File: config.mk
export PLATFORM = sky130hd
export DESIGN_NAME = trap_controller
export DESIGN_NICKNAME = d
export VERILOG_FILES = /design/src/rtl/trap_controller.sv
export SDC_FILE = /design/constraint.sdc
export NUM_CORES = 1
export LEC_CHECK = 0
export CAP_MARGIN = 20
export CELL_PAD_IN_SITES_DETAIL_PLACEMENT = 0
export CELL_PAD_IN_SITES_GLOBAL_PLACEMENT = 1
export CORE_MARGIN = 8
export CORE_UTILIZATION = 30
export DETAILED_ROUTE_END_ITERATION = 12
export GPL_ROUTABILITY_DRIVEN = 0
export HOLD_SLACK_MARGIN = 0.08
export PLACE_DENSITY = 0.78
export SLEW_MARGIN = 30
export SYNTH_ARGS = -nofsm -noshare
export SYNTH_HDL_FRONTEND = slang
export SYNTH_SLANG_ARGS = --single-unit
File: constraint.sdc
create_clock -name clk -period 3.6 [get_ports clk]
set_clock_uncertainty 0.2 [all_clocks]
set_input_delay 0.9 -clock clk [delete_from_list [all_inputs] [get_ports clk]]
set_output_delay 0.9 -clock clk [all_outputs]
set_load 0.05 [all_outputs]
File: src/rtl/trap_controller.sv
// Trap controller: accepts an exception, flushes the pipeline, redirects to the
// handler, and on sret redirects back to the saved PC + 4.
module trap_controller #(
    parameter logic [14:0] TRAP_VECTOR  = 15'h1C00,
    parameter int          FLUSH_CYCLES = 2
) (
    input  logic        clk,
    input  logic        rst,
    input  logic        exception,
    input  logic [14:0] sepc,
    input  logic [63:0] scause,
    input  logic        sret,
    output logic        flush,
    output logic        pc_redirect,
    output logic [14:0] redirect_pc,
    output logic [14:0] sepc_q,
    output logic [63:0] scause_q,
    output logic        in_trap,
    output logic        double_fault,
    output logic [7:0]  trap_count
);

    typedef enum logic [2:0] {
        S_IDLE,
        S_FLUSH,
        S_REDIRECT,
        S_HANDLER,
        S_RETURN
    } state_t;

    localparam logic [2:0] FLUSH_LAST = 3'(FLUSH_CYCLES - 1);

    state_t      state, state_n;
    logic [2:0]  cnt, cnt_n;
    logic [14:0] sepc_n, redirect_pc_n;
    logic [63:0] scause_n;
    logic [7:0]  count_n;
    logic        double_fault_n;
    logic        flush_n, pc_redirect_n, in_trap_n;

    // Outputs are computed from the next state and registered, so no input
    // reaches an output without passing through a flop.
    always_comb begin
        // NOTE: every signal gets a default first so no path leaves it unassigned (no latch).
        state_n        = state;
        cnt_n          = cnt;
        sepc_n         = sepc_q;
        scause_n       = scause_q;
        count_n        = trap_count;
        double_fault_n = double_fault;
        redirect_pc_n  = redirect_pc;

        case (state)
            S_IDLE: begin
                if (exception) begin
                    sepc_n   = sepc;
                    scause_n = scause;
                    count_n  = (trap_count == 8'hFF) ? 8'hFF : trap_count + 8'd1;
                    cnt_n    = 3'd0;
                    state_n  = S_FLUSH;
                end
            end
            S_FLUSH: begin
                if (cnt == FLUSH_LAST) begin
                    state_n       = S_REDIRECT;
                    redirect_pc_n = TRAP_VECTOR;
                end else begin
                    cnt_n = cnt + 3'd1;
                end
            end
            S_REDIRECT: state_n = S_HANDLER;
            S_HANDLER: begin
                if (sret) begin
                    state_n       = S_RETURN;
                    redirect_pc_n = sepc_q + 15'd4;
                end
            end
            S_RETURN: state_n = S_IDLE;
            default:  state_n = S_IDLE;
        endcase

        // A nested exception is never serviced; it only leaves a sticky mark.
        if (exception && state != S_IDLE) double_fault_n = 1'b1;

        flush_n       = (state_n == S_FLUSH) || (state_n == S_REDIRECT) || (state_n == S_RETURN);
        pc_redirect_n = (state_n == S_REDIRECT) || (state_n == S_RETURN);
        in_trap_n     = (state_n != S_IDLE);
    end

    always_ff @(posedge clk) begin
        if (rst) begin
            state        <= S_IDLE;
            cnt          <= 3'd0;
            flush        <= 1'b0;
            pc_redirect  <= 1'b0;
            redirect_pc  <= 15'd0;
            sepc_q       <= 15'd0;
            scause_q     <= 64'd0;
            in_trap      <= 1'b0;
            double_fault <= 1'b0;
            trap_count   <= 8'd0;
        end else begin
            // NOTE: non-blocking assignments so every flop samples pre-edge values.
            state        <= state_n;
            cnt          <= cnt_n;
            flush        <= flush_n;
            pc_redirect  <= pc_redirect_n;
            redirect_pc  <= redirect_pc_n;
            sepc_q       <= sepc_n;
            scause_q     <= scause_n;
            in_trap      <= in_trap_n;
            double_fault <= double_fault_n;
            trap_count   <= count_n;
        end
    end

endmodule
== Word level (Yosys, flattened, before mapping) ==
Cells that the tools add are included.

* $add $sub $neg: 3
* Equal/unequal tests: 12
* Multiplexer cells: 11
* Reduce and logical (&&, ||, !) cells: 12

{| class="wikitable"
|+ Operator list
! operator !! number
|-
| 15-bit 2-to-1 mux || 2
|-
| 15-bit one-hot mux with 2 select lines || 1
|-
| 15-bit by 3-bit adder with 15-bit output, second input constant || 1
|-
| 3-bit 2-to-1 mux || 5
|-
| 3-bit one-hot mux with 4 select lines || 1
|-
| 3-bit by 1-bit equality test with 1-bit output, second input constant || 3
|-
| 3-bit by 2-bit equality test with 1-bit output, second input constant || 3
|-
| 8-bit by 1-bit adder with 8-bit output, second input constant || 1
|-
| 8-bit equality test, second input constant || 1
|-
| 8-bit 2-to-1 mux || 1
|-
| 2-bit inequality test, second input constant || 4
|-
| 3-bit one-hot mux with 2 select lines || 1
|-
| 3-bit AND reduction || 2
|-
| 3-bit nonzero test || 2
|-
| 2-bit nonzero test || 2
|-
| 3-bit by 1-bit adder with 3-bit output, second input constant || 1
|-
| 3-bit equality test, second input constant || 1
|-
| 3-bit zero test || 1
|-
| 1-bit logical OR || 3
|-
| 2-bit AND reduction || 1
|-
| 1-bit logical AND || 1
|}

* Register bits after elaboration: 112
* Output and inout port bits: 106
* Logic and storage cells: 48

== Logic depth before layout (Yosys ltp) ==
* Depth in word-level cells: 6
* Mapped depth: 7
* Depth with buffers taken out: 6

== Worst setup path before layout ==
Ideal clock, no wire load.

* Path type: input to register
* From: input rst
* To: register cnt[0]
* Library setup time: 0.132 ns
* Arrival: 1.729 ns
* Required time: 3.268 ns
* Setup slack: 1.539 ns
* Stages on the path: 4
* Cell sequence: clkbuf_1 clkbuf_1 buf_1 a21oi_1

{| class="wikitable"
|+ RTL lines
! what !! line !! RTL
|-
| from (decl) || 8 || <nowiki>input logic rst,</nowiki>
|-
| to (signal assigned) || 105 || <nowiki>cnt <= cnt_n;</nowiki>
|-
| to (decl) || 34 || <nowiki>logic [2:0] cnt, cnt_n;</nowiki>
|}

No word-level cell between the ends.

== Worst setup path in the final report ==
* From: register sepc_q[4]
* To: output sepc_q[4]

{| class="wikitable"
|+ RTL lines
! what !! line !! RTL
|-
| from (decl) || 16 || <nowiki>output logic [14:0] sepc_q,</nowiki>
|-
| from (signal assigned) || 109 || <nowiki>sepc_q <= sepc_n;</nowiki>
|}

No word-level cell between the ends.

==> results.md <==
* Most common cell after layout, fill and taps aside: clkdlybuf4s50_1
* DRT Pass-1 Iters at 5
* Port Buffers at roughly 190
* Top_reg_cell synth: dfxtp_1
* Via count at 4024
* Largest net degree at the start of global routing at between 50 and 60
* NumNets Final at 765
* Synth Cell Area at approximately 4200 sq um
* CP Data Arrival Time at approximately 1.7 ns
* WP data required at approximately 2.5 ns
* Setup Buffers After CTS at 0
* Crit path cell chain: clkdlybuf4s50_1
* Worst-Skew Late Latency at between 0.3 and 0.4 ns
* Fin. Hold Viols at 0
* Site row count at 43
* Critical path's top delay family: buffers and inverters
* Final setup vio count at 0
* Hold Crit Class: flip-flop to flip-flop
* Fin cells at ~860
* Initial antenna violation count at 0
* Synth Area per Inst at about 8.3 sq um
* Min Hold Slack at roughly 0.25 ns
* Effective utilization at floorplan at between 30% and 40%
* Sink Count at 112
* RSZ-0062 raised after global routing: false
* Placed cells at 847
* Startpoint types: flip-flop
* Crit path buf inv count at 1
* Global-route wire length before repair at 20900 um
* DRT iter0 DRCs at between 200 and 250
* LEAKAGE at 2.38 nW
* Synth Register Bits at around 110
* Sum Neg Setup Slack at 0 ns
* Synth unique cells at roughly 40
* Worst Tran Pin Value at 0.673 ns
* Grt ovf at 0
* Vias in the first global route at approximately 3900
* Crit Path Max Fanout at 7
* Ports at between 150 and 200
* CTS Hold Bufs at 0
* Synth-to-layout area growth at 56.3%
* Antenna Cells at 0
* DRT Wirelength at 13300 um
* TritonCTS Buffers at 9
* Post-CTS sizing at 0
* Worst setup EP type: output pin
* Synth Instances at roughly 510
* HPWL after detailed placement at just under 10000 um
* Die Width at approximately 130 um
* Clock-pin slew on the worst setup and hold paths at ~0.070 ns
* Max-cap viol count at 0
* Period utilization at 77.7%
* Synthesized Nets at roughly 590
* Post-synthesis sequential area ratio at between 50 and 60%
* VDD IR max at around 0.32 mV
* Core outline area at ~14000 sq um
* Max-slew violation count at 0
* Pwr Density at 505 nW/um^2
* Layout fillers at approximately 1300
* Residual DRC at 0
* Synth Warn # at 0
* Vias per cell at 4.67
* Most frequent cells in the layout: clkdlybuf4s50_1, nand2_1, dfxtp_1
* Die extent in y at roughly 130 um
* Register area at ~2200 sq um
* Status: finished clean
* WL/cell at between 15 and 20 um
* Post-synth EDFFs at 0
* Multi-input gate area at 1780 sq um
* Slew margin rel. at approximately 55%
* Layout cells sized above 1 at 4.55%
* Slowest CP cell: clkdlybuf4s50_1
* Min Tclk post-route at around 2.8 ns
* Post-synthesis async set-or-reset flop share at 0%
* F_max at around 360 MHz
* Bufs on Longest Clock Path at 2
* H-Tree Depth at 3
* CTS tree: built
* Global Route Usage Sum at 14.4%
* Die Footprint at roughly 18000 sq um
* Kind of critical path: flip-flop to output pin
* Root Buffer: clkbuf_16
* Number of routed nets with antenna violations at 0
* Max incr delay on CP at about 0.86 ns
[synth_stat cells, drive strengths merged, types with 2 or more instances]
| cell type | count | area, sq um |
|---|---|---|
| a22oi | 7 | 52.6 |
| a221oi | 3 | 26.3 |
| nand2 | 164 | 616 |
| inv | 9 | 33.8 |
| or2 | 2 | 12.5 |
| a21oi | 89 | 445 |
| buf | 13 | 83.8 |
| nor4 | 2 | 18.8 |
| nand3b | 3 | 22.5 |
| nor3b | 2 | 15.0 |
| and3 | 4 | 25.0 |
| clkbuf | 21 | 78.8 |
| a22o | 5 | 43.8 |
| xor2 | 6 | 52.6 |
| nand4 | 5 | 31.3 |
| nor3 | 7 | 40.0 |
| nor2 | 13 | 48.8 |
| ha | 4 | 50.1 |
| a31oi | 3 | 18.8 |
| xnor2 | 10 | 87.6 |
| nand3 | 7 | 40.0 |
| dfxtp | 112 | 2240 |
[kinds of logic after synthesis]
kind of cell / after synthesis / synth area share (%)
simple gates: 215 / 22.2
compound gates: 115 / 15.5
flops: 112 / 53.2
buf+inv: 43 / 4.66
xor+xnor: 16 / 3.32
fa+ha+maj: 4 / 1.19
[per-layer routing]
metal  wire, um  track usage (%)
met5          0                0
met4        184             3.87
met3        966             5.61
met2       6730             25.2
met1       5370             15.8
[area by class of cell]
cell class	instances	share of cell area (%)
flip-flops and latches	112	34.0
repair buffers	196	29.6
multi-input cells	350	27.0
clock buffers	9	3.42
well taps	180	3.42
clock inverters	6	2.01
inverters	9	0.513
[flip-flops by register name, indices dropped and copies added (netlist names)]
| register | cells |
|---|---|
| in_trap | 1 |
| scause_q | 64 |
| cnt | 3 |
| redirect_pc | 15 |
| state | 3 |
| flush | 1 |
| double_fault | 1 |
| pc_redirect | 1 |
| sepc_q | 15 |
| trap_count | 8 |
[report_power, final]
group          internal (W)  switching [W]
registers           0.00132      0.0000606
clock network      0.000745       0.000444
logic              0.000282       0.000475
total               0.00235       0.000980
[final timing paths]
kind                 from             to  slack (ns)  cells after the start
max             sepc_q[4]      sepc_q[4]        0.80                      1
min          scause_q[24]   scause_q[24]        0.25                      2
min reg2reg  scause_q[24]   scause_q[24]        0.25                      2
max reg2reg      state[0]  trap_count[2]        1.64                      5
[through the flow]
stage | utilization, % | setup slack (ns) | cell area [sq um] | power (W)
2_1_floorplan | - | 1.54 | 4220 | 0.00187
3_3_place_gp | 45.1 | 0.692 | 6230 | 0.00216
3_5_place_dp | 45.1 | 0.640 | 6230 | 0.00217
4_1_cts | 47.7 | 0.789 | 6590 | 0.00337
5_1_grt | 47.7 | 0.750 | 6590 | 0.00348
6_report | 47.7 | 0.803 | 6590 | 0.00333
No activity file was read; power rests on OpenSTA's default activity.
